$ cat src/rtl/mmio_bridge_ctrl_pkg.sv
// Shared definitions for the MMIO bridge controller: window/timeout defaults and FSM state type.
package mmio_bridge_ctrl_pkg;

  localparam logic [31:0] H2F_BASE          = 32'hFC00_0000;
  localparam logic [31:0] MMIO_WINDOW_BYTES = 32'h0000_0100;
  localparam int          MMIO_TIMEOUT_CYC  = 256;

  typedef enum logic [1:0] {
    IDLE    = 2'd0,
    REQ     = 2'd1,
    WAIT_RD = 2'd2,
    RESP    = 2'd3
  } mmio_state_t;

  // Word-aligned and inside [base, base + window); addresses below base wrap and fail.
  function automatic logic mmio_addr_ok(input logic [31:0] addr,
                                        input logic [31:0] base,
                                        input logic [31:0] window);
    logic [31:0] offset;
    offset = addr - base;
    return (addr[1:0] == 2'b00) && (offset < window);
  endfunction

endpackage

$ cat src/rtl/mmio_timeout_cnt.sv
// Clear/enable cycle counter with a terminal-count flag at TIMEOUT_CYC - 1.
module mmio_timeout_cnt #(
  parameter int TIMEOUT_CYC = 256
) (
  input  logic clk,
  input  logic rst_n,
  input  logic clr,
  input  logic en,
  output logic tc
);

  localparam int W = (TIMEOUT_CYC > 2) ? $clog2(TIMEOUT_CYC) : 1;
  localparam logic [W-1:0] LAST = W'(TIMEOUT_CYC - 1);

  logic [W-1:0] cnt_reg;

  always_ff @(posedge clk or negedge rst_n) begin
    if (!rst_n) begin
      cnt_reg <= '0;
    end else if (clr) begin
      cnt_reg <= '0;
    end else if (en) begin
      cnt_reg <= cnt_reg + W'(1);
    end
  end

  assign tc = en && (cnt_reg == LAST);

endmodule

$ cat src/rtl/mmio_bridge_ctrl.sv
// Sequences single core MMIO loads/stores onto the H2F Avalon-MM bridge,
// rejecting misaligned/out-of-window accesses and timing out hung slaves.
module mmio_bridge_ctrl
  import mmio_bridge_ctrl_pkg::*;
#(
  parameter logic [31:0] BASE_ADDR    = H2F_BASE,
  parameter logic [31:0] WINDOW_BYTES = MMIO_WINDOW_BYTES,
  parameter int          TIMEOUT_CYC  = MMIO_TIMEOUT_CYC
) (
  input  logic        clk,
  input  logic        rst_n,
  input  logic        req_valid,
  output logic        req_ready,
  input  logic        req_we,
  input  logic [31:0] req_addr,
  input  logic [31:0] req_wdata,
  input  logic [3:0]  req_be,
  output logic        resp_valid,
  input  logic        resp_ready,
  output logic [31:0] resp_rdata,
  output logic        resp_err,
  output logic [31:0] avm_address,
  output logic        avm_read,
  output logic        avm_write,
  output logic [31:0] avm_writedata,
  output logic [3:0]  avm_byteenable,
  input  logic        avm_waitrequest,
  input  logic [31:0] avm_readdata,
  input  logic        avm_readdatavalid
);

  mmio_state_t state_reg, state_next;

  logic        we_reg;
  logic [31:0] offset_reg;
  logic [31:0] wdata_reg;
  logic [3:0]  be_reg;
  logic [31:0] rdata_reg;
  logic        err_reg;

  logic        req_bad;
  logic        cnt_en;
  logic        cnt_tc;

  assign req_bad = !mmio_addr_ok(req_addr, BASE_ADDR, WINDOW_BYTES);
  assign cnt_en  = (state_reg == REQ) || (state_reg == WAIT_RD);

  mmio_timeout_cnt #(
    .TIMEOUT_CYC(TIMEOUT_CYC)
  ) u_timeout (
    .clk  (clk),
    .rst_n(rst_n),
    .clr  (!cnt_en),
    .en   (cnt_en),
    .tc   (cnt_tc)
  );

  always_ff @(posedge clk or negedge rst_n) begin
    if (!rst_n) begin
      state_reg <= IDLE;
    end else begin
      state_reg <= state_next;
    end
  end

  // A completing handshake wins over a timeout landing in the same cycle.
  always_comb begin
    state_next = state_reg;
    case (state_reg)
      IDLE: begin
        if (req_valid) begin
          state_next = req_bad ? RESP : REQ;
        end
      end
      REQ: begin
        if (!avm_waitrequest) begin
          state_next = (we_reg || avm_readdatavalid) ? RESP : WAIT_RD;
        end else if (cnt_tc) begin
          state_next = RESP;
        end
      end
      WAIT_RD: begin
        if (avm_readdatavalid || cnt_tc) begin
          state_next = RESP;
        end
      end
      RESP: begin
        if (resp_ready) begin
          state_next = IDLE;
        end
      end
      default: state_next = IDLE;
    endcase
  end

  always_ff @(posedge clk or negedge rst_n) begin
    if (!rst_n) begin
      we_reg     <= 1'b0;
      offset_reg <= '0;
      wdata_reg  <= '0;
      be_reg     <= '0;
      rdata_reg  <= '0;
      err_reg    <= 1'b0;
    end else begin
      case (state_reg)
        IDLE: begin
          if (req_valid) begin
            we_reg     <= req_we;
            offset_reg <= req_addr - BASE_ADDR;
            wdata_reg  <= req_wdata;
            be_reg     <= req_be;
            rdata_reg  <= '0;
            err_reg    <= req_bad;
          end
        end
        REQ: begin
          if (!avm_waitrequest) begin
            if (!we_reg && avm_readdatavalid) begin
              rdata_reg <= avm_readdata;
            end
          end else if (cnt_tc) begin
            err_reg <= 1'b1;
          end
        end
        WAIT_RD: begin
          if (avm_readdatavalid) begin
            rdata_reg <= avm_readdata;
          end else if (cnt_tc) begin
            err_reg <= 1'b1;
          end
        end
        default: ;
      endcase
    end
  end

  // Strobes decode straight from state so an async reset drops them at once.
  assign req_ready      = (state_reg == IDLE);
  assign resp_valid     = (state_reg == RESP);
  assign resp_rdata     = rdata_reg;
  assign resp_err       = err_reg;
  assign avm_read       = (state_reg == REQ) && !we_reg;
  assign avm_write      = (state_reg == REQ) && we_reg;
  assign avm_address    = offset_reg;
  assign avm_writedata  = wdata_reg;
  assign avm_byteenable = be_reg;

endmodule

$ cat config.mk
export PLATFORM = sky130hd
export DESIGN_NAME = mmio_bridge_ctrl
export DESIGN_NICKNAME = d
export VERILOG_FILES = /design/src/rtl/mmio_bridge_ctrl_pkg.sv /design/src/rtl/mmio_timeout_cnt.sv /design/src/rtl/mmio_bridge_ctrl.sv
export SDC_FILE = /design/constraint.sdc
export NUM_CORES = 1
export LEC_CHECK = 0
export ABC_CLOCK_PERIOD_IN_PS = 2100
export CAP_MARGIN = 20
export CORE_ASPECT_RATIO = 1.25
export CORE_MARGIN = 8
export CORE_UTILIZATION = 40
export DETAILED_ROUTE_END_ITERATION = 7
export PLACE_DENSITY = 0.79
export SLEW_MARGIN = 20
export SYNTH_ARGS = -nofsm -noshare
export SYNTH_HDL_FRONTEND = slang
export SYNTH_SLANG_ARGS = --single-unit
$ cat constraint.sdc
create_clock -name clk -period 2.1 [get_ports clk]
set_clock_uncertainty 0.2 [all_clocks]
set_input_delay 0.315 -clock clk [delete_from_list [all_inputs] [get_ports clk]]
set_output_delay 0.315 -clock clk [all_outputs]
set_load 0.01 [all_outputs]
=== Word level (Yosys, flattened, before mapping) ===
Index checks and enable logic that the tools add are counted.

* Register bits after elaboration: 112
* Output and inout port bits: 105
* Logic and storage cells: 60

* Add/subtract/negate cells: 2
* Order comparisons: 1
* Equal/unequal tests: 13
* Mux-type cells: 19
* Reductions and logical operators: 17

{| class="wikitable"
|+ Operators with widths
! operator !! count
|-
| two-way mux 32 bit || 4
|-
| case mux 32 bit (3 select lines) || 1
|-
| < comparator 32 x 9 -> 1 bit, second input constant || 1
|-
| subtractor 32 bit, second input constant || 1
|-
| two-way mux 2 bit || 6
|-
| != test 2 bit, second input constant || 6
|-
| adder 8 x 1 -> 8 bit, second input constant || 1
|-
| == test 8 bit, second input constant || 1
|-
| two-way mux 8 bit || 1
|-
| case mux 2 bit (4 select lines) || 1
|-
| AND reduction 4 bit || 2
|-
| logical AND 1 bit || 5
|-
| two-way mux 1 bit || 5
|-
| AND reduction 5 bit || 1
|-
| == test 2 bit, second input constant || 2
|-
| zero test 2 bit || 2
|-
| != test 2 x 1 -> 1 bit, second input constant || 2
|-
| logical OR 1 bit || 3
|-
| != test 3 bit, second input constant || 1
|-
| case mux 1 bit (3 select lines) || 1
|-
| nonzero test 3 bit || 1
|-
| == test 2 x 1 -> 1 bit, second input constant || 1
|-
| zero test 1 bit || 2
|-
| AND reduction 2 bit || 1
|}

=== Depth between registers and ports, before layout ===
* Depth after elaboration: 6
* Gate-level depth with buffers: 8
* Mapped depth without buffers: 7

=== Modules after synthesis ===
Synthesis repeated with hierarchy kept, for this count alone.

* Cells, all modules: 386
* Area total of the unflattened synthesis: 4863.4 um^2

{| class="wikitable"
|+ By module, submodules not included
! module !! times used !! cells each !! area an instance (um^2)
|-
| mmio_bridge_ctrl || 1 || 347 || 4460.5
|-
| mmio_timeout_cnt || 1 || 39 || 402.9
|}

=== Worst setup path after synthesis ===
No wires, ideal clock.

* Path type: register -> register
* Start: reg state_reg[0]
* End: reg offset_reg[0], in the netlist avm_address[0]
* Arrival time: 1.520 ns
* Required time: 1.775 ns
* Setup slack: 0.255 ns
* Cell stages (with the launch flop): 6
* Path buffers: 1
* Clock period less this slack: 1.845 ns
* Path through: dfrtp_1 -> inv_1 -> ha_1 -> nand2_1 -> buf_2 -> mux2_2

* Cells in the longest elaborated chain, start to end: 2

{| class="wikitable"
|+ Ends and longest elaborated chain
! element !! RTL line !! source
|-
| from (decl) || mmio_bridge_ctrl.sv:32 || <nowiki>mmio_state_t state_reg, state_next;</nowiki>
|-
| from (signal assigned) || mmio_bridge_ctrl.sv:62 || <nowiki>state_reg <= state_next;</nowiki>
|-
| zero test 2 bit || - ||
|-
| via req_ready || mmio_bridge_ctrl.sv:13 || <nowiki>output logic req_ready,</nowiki>
|-
| AND reduction 2 bit (no line) || - ||
|-
| to (signal assigned) || mmio_bridge_ctrl.sv:109 || <nowiki>offset_reg <= req_addr - BASE_ADDR;</nowiki>
|-
| to (decl) || mmio_bridge_ctrl.sv:35 || <nowiki>logic [31:0] offset_reg;</nowiki>
|}

The timed path passes the listed nets, and every way through them passes these cells.
A chain may end at the register's enable or synchronous reset.

=== Final worst setup path ===
* Start: reg state_reg[1]
* End: out avm_write

* Cells in the longest elaborated chain, start to end: 2

{| class="wikitable"
|+ Ends and longest elaborated chain
! element !! RTL line !! source
|-
| == test 2 x 1 -> 1 bit || mmio_bridge_ctrl.sv:143 || <nowiki>assign avm_write = (state_reg == REQ) && we_reg;</nowiki>
|-
| logical AND 1 bit || mmio_bridge_ctrl.sv:143 ||
|-
| to (decl) || mmio_bridge_ctrl.sv:24 || <nowiki>output logic avm_write,</nowiki>
|}

No other way between the ends.

==> metrics.cfg <==
[clocking]
clock_tree.buffer_depth=2
cts.sinks=112
clk_latency_ns=0.34
cts_tree=built
ctsRootBufferMaster=sky130_fd_sc_hd__clkbuf_16
cts_made_buffers=9
clk_pin_slew_worst_paths_ns=0.07
htreeDepth=3

[final_layout]
finish.cell_count_without_fillers=740
antenna_cells=0
final_design_area_no_fill_um2=7250
share_of_layout_cells_above_drive_strength_1_pct=16.4
area_growth_syn_to_layout_pct=57.6
final_net_count=711

[grt]
grt_antenna_before_repair=0
grt_max_degree=113
globalRoute.totalOverflow=0
globalRouteTotalUtil_pct=17.5
grt_pass1_vias=4002
wire_length_of_the_first_global_routing_pass_um=21100

[run_status]
outcome=complete, no violations

[synthesis]
synth.top_cells.by_area=sky130_fd_sc_hd__dfrtp_1, sky130_fd_sc_hd__mux2_2, sky130_fd_sc_hd__nand2_1, sky130_fd_sc_hd__o21ai_0, sky130_fd_sc_hd__ha_1
netlist_instances=381
synth.yosys.warnings=0
synth_enable_flop_cells=0
fraction_of_post_synthesis_cell_area_in_the_top_cell_type_by_area_pct=60.9
postSynth.topFlopCell=sky130_fd_sc_hd__dfrtp_1
yosys.cell_count.top_type=sky130_fd_sc_hd__dfrtp_1
asyncSetResetFlopFracSynth_pct=100
synth_top_cell_by_area=sky130_fd_sc_hd__dfrtp_1
synth-seq-cells=112
postSynthAreaPerCell_um2=12.1
post_synth_most_frequent_cells=sky130_fd_sc_hd__dfrtp_1, sky130_fd_sc_hd__nand2_1, sky130_fd_sc_hd__mux2_2
postSynthNetCount=495
synth_cell_types=30
netlist_area_um2=4600
synth.yosys.seq_area_share_pct=60.9

[power_and_ir_drop]
swShare_pct=34.3
ir_drop_mv=0.882
flop_pwr_share_pct=34.6
switchingPower_w=0.00362
total_power_w=0.0105
power_density_nw_per_um2=1450
clockPowerShare_pct=16.1
static_leakage_nw=3.11
p_comb_share_pct=49.3
internal_power_w=0.00693

[timing]
finalHoldViolations=0
setup_viol_count_final=0
period_needed_ns=2.00
final-max-slew-violation-count=0
timing.fmax_ghz=0.499
postLayoutSetupSlackWorst_ns=0.0979
slew_at_the_pin_with_the_worst_max_slew_slack_ns=0.592
unrepaired_setup_endpoints_after_global_routing=no
slew_headroom_pct=60.5
final.period_utilization_pct=95.3
setup_total_negative_slack_ns=0

[min_path]
hold_path_depth=2
hold-path-endpoint=avm_address[28]$_DFFE_PN0P_
worst_hold_path_type=flop to flop
min_from=avm_address[28]$_DFFE_PN0P_

[setup_path]
critPathKind=flop to output port
critical_path.endpoint_type=output port
worstReg2RegEnd=resp_rdata[4]$_DFFE_PN0P_
crit_path_max_fanout=4
cp.arrival_ns=1.49
timing.critical_path.slowest_stage_cell=sky130_fd_sc_hd__dfrtp_1
worst-r2r-setup-slack_ns=0.20
critPathRequiredTime_ns=1.58
ff2ff_path_depth=8
peak_per_stage_delay_on_the_critical_path_ns=0.39
start_of_the_worst_register_to_register_path=state_reg[1]$_DFFE_PN0P_
critical_path.cell_chain=inv_2 > ha_1 > and2_1 > dlygate4sd2_1
start_kind=flop

[placement]
detailed_place_hpwl_um=10000
place_inst=722
gpl.final_weighted_congestion=0.789
preCtsSetupSlack_ns=-0.242
placed_area_um2=6930
port_buffers=211

[floorplanning]
die_h_um=136
io_pins=212
design.die.area_um2=15200
floorplan.rows=44
core_area_um2=11400
die_w_um=112
effective_utilization_at_floorplan_pct=40.4

[route]
routedWlPerCell_um=17.7
detailedRoute.firstPassIterationCount=4
drt_drc_violations_left=0
detailedRoute.firstIterationViolations=181
drt.antenna.violating_nets=0
post_drt_via_cell_ratio=4.96
detailroute.via_count=3670
postRouteWirelength_um=13100

[flow_run]
cap_violations=0

[critical path, delay by kind of cell (launching register included)]
family,cells,cell delay (ns)
flip-flops,1,0.39
buffers and inverters,2,0.37
adder cells (fa/ha/maj),1,0.21
AND/OR/NAND/NOR,1,0.17
[layer usage]
layer | wire [um] | global-route usage [%] | up-vias | share of wire [%]
li1 | - | - | 1733 | -
met3 | 1550 | 9.16 | 11 | 12
met4 | 186 | 5.48 | 0 | 1.4
met1 | 4930 | 18.4 | 1776 | 38
met5 | 0 | 0 | - | 0
met2 | 6450 | 29.8 | 150 | 49
[power groups by stage]
| stage | registers (W) | logic, W | clock network, W |
|---|---|---|---|
| after floorplan | 0.00405 | 0.00197 | 0 |
| after global placement | 0.00362 | 0.00510 | 0 |
| after detailed placement | 0.00369 | 0.00521 | 0 |
| after CTS | 0.00366 | 0.00527 | 0.00173 |
| after global routing | 0.00378 | 0.00569 | 0.00183 |
| final | 0.00365 | 0.00520 | 0.00169 |
[cells in the final DEF, fill, tap and decap left out, types with 2 or more instances in the layout]
cell type,count
sky130_fd_sc_hd__a21oi_1,4
sky130_fd_sc_hd__a41oi_1,2
sky130_fd_sc_hd__and2_1,10
sky130_fd_sc_hd__and3_1,3
sky130_fd_sc_hd__buf_12,4
sky130_fd_sc_hd__buf_4,8
sky130_fd_sc_hd__clkbuf_1,2
sky130_fd_sc_hd__clkbuf_16,9
sky130_fd_sc_hd__clkdlybuf4s50_1,206
sky130_fd_sc_hd__clkinvlp_4,3
sky130_fd_sc_hd__dfrtp_1,111
sky130_fd_sc_hd__dlygate4sd2_1,2
sky130_fd_sc_hd__ha_1,6
sky130_fd_sc_hd__inv_1,4
sky130_fd_sc_hd__inv_2,2
sky130_fd_sc_hd__mux2_2,64
sky130_fd_sc_hd__nand2_1,74
sky130_fd_sc_hd__nand3_1,5
sky130_fd_sc_hd__nand3_2,2
sky130_fd_sc_hd__nand4_1,3
sky130_fd_sc_hd__nor2_1,3
sky130_fd_sc_hd__nor2b_1,2
sky130_fd_sc_hd__nor3_1,3
sky130_fd_sc_hd__nor4_1,4
sky130_fd_sc_hd__o21a_1,2
sky130_fd_sc_hd__o21ai_0,35
sky130_fd_sc_hd__o21ai_1,4
sky130_fd_sc_hd__xnor2_1,5
sky130_fd_sc_hd__xor2_1,4
[how the worst max path moves through the flow]
| stage | from | to | slack [ns] | cells past startpoint |
|---|---|---|---|---|
| floorplan | state_reg[0]$_DFFE_PN0P_ | avm_address[0]$_DFFE_PN0P_ | 0.26 | 5 |
| global placement | req_addr[15] | state_reg[1]$_DFFE_PN0P_ | -0.22 | 7 |
| detailed placement | req_addr[15] | state_reg[1]$_DFFE_PN0P_ | -0.24 | 7 |
| CTS | state_reg[0]$_DFFE_PN0P_ | resp_valid | -0.02 | 2 |
| global route | state_reg[1]$_DFFE_PN0P_ | avm_write | 0.0008 | 4 |
| finish | state_reg[1]$_DFFE_PN0P_ | avm_write | 0.1 | 4 |
[repair_timing]
item,in CTS,in global routing
setup endpoints to repair,3,25
endpoints found under the hold margin,112,0
gates resized for setup,7,8
hold buffers,1,0
buffers inserted,0,1
[cells by family after synthesis]
group | share of synthesized area [%]
flip-flops | 60.9
AND/OR/NAND/NOR | 10.7
multiplexers | 15.7
AO/OA/AOI/OAI | 6.85
buffers and inverters | 2.31
XOR/XNOR | 1.71
adder cells (fa/ha/maj) | 1.90
[metrics by stage]
step                hold slack (ns)  utilization (%)
finish                        0.284             63.7
global route                  0.310             63.7
CTS                           0.289             63.5
detailed placement            0.247             60.8
global placement              0.239             60.8
floorplan                    -0.181                -
[area by class of cell]
cell class	count	area, um2
Multi-Input combinational cell	245	1710
Tap cell	138	173
Fill cell	874	4140
Clock inverter	5	57.6
Inverter	6	22.5
Timing Repair Buffer	223	2250
Clock buffer	11	233
Sequential cell	112	2800
Power figures use the tool's default switching activity.
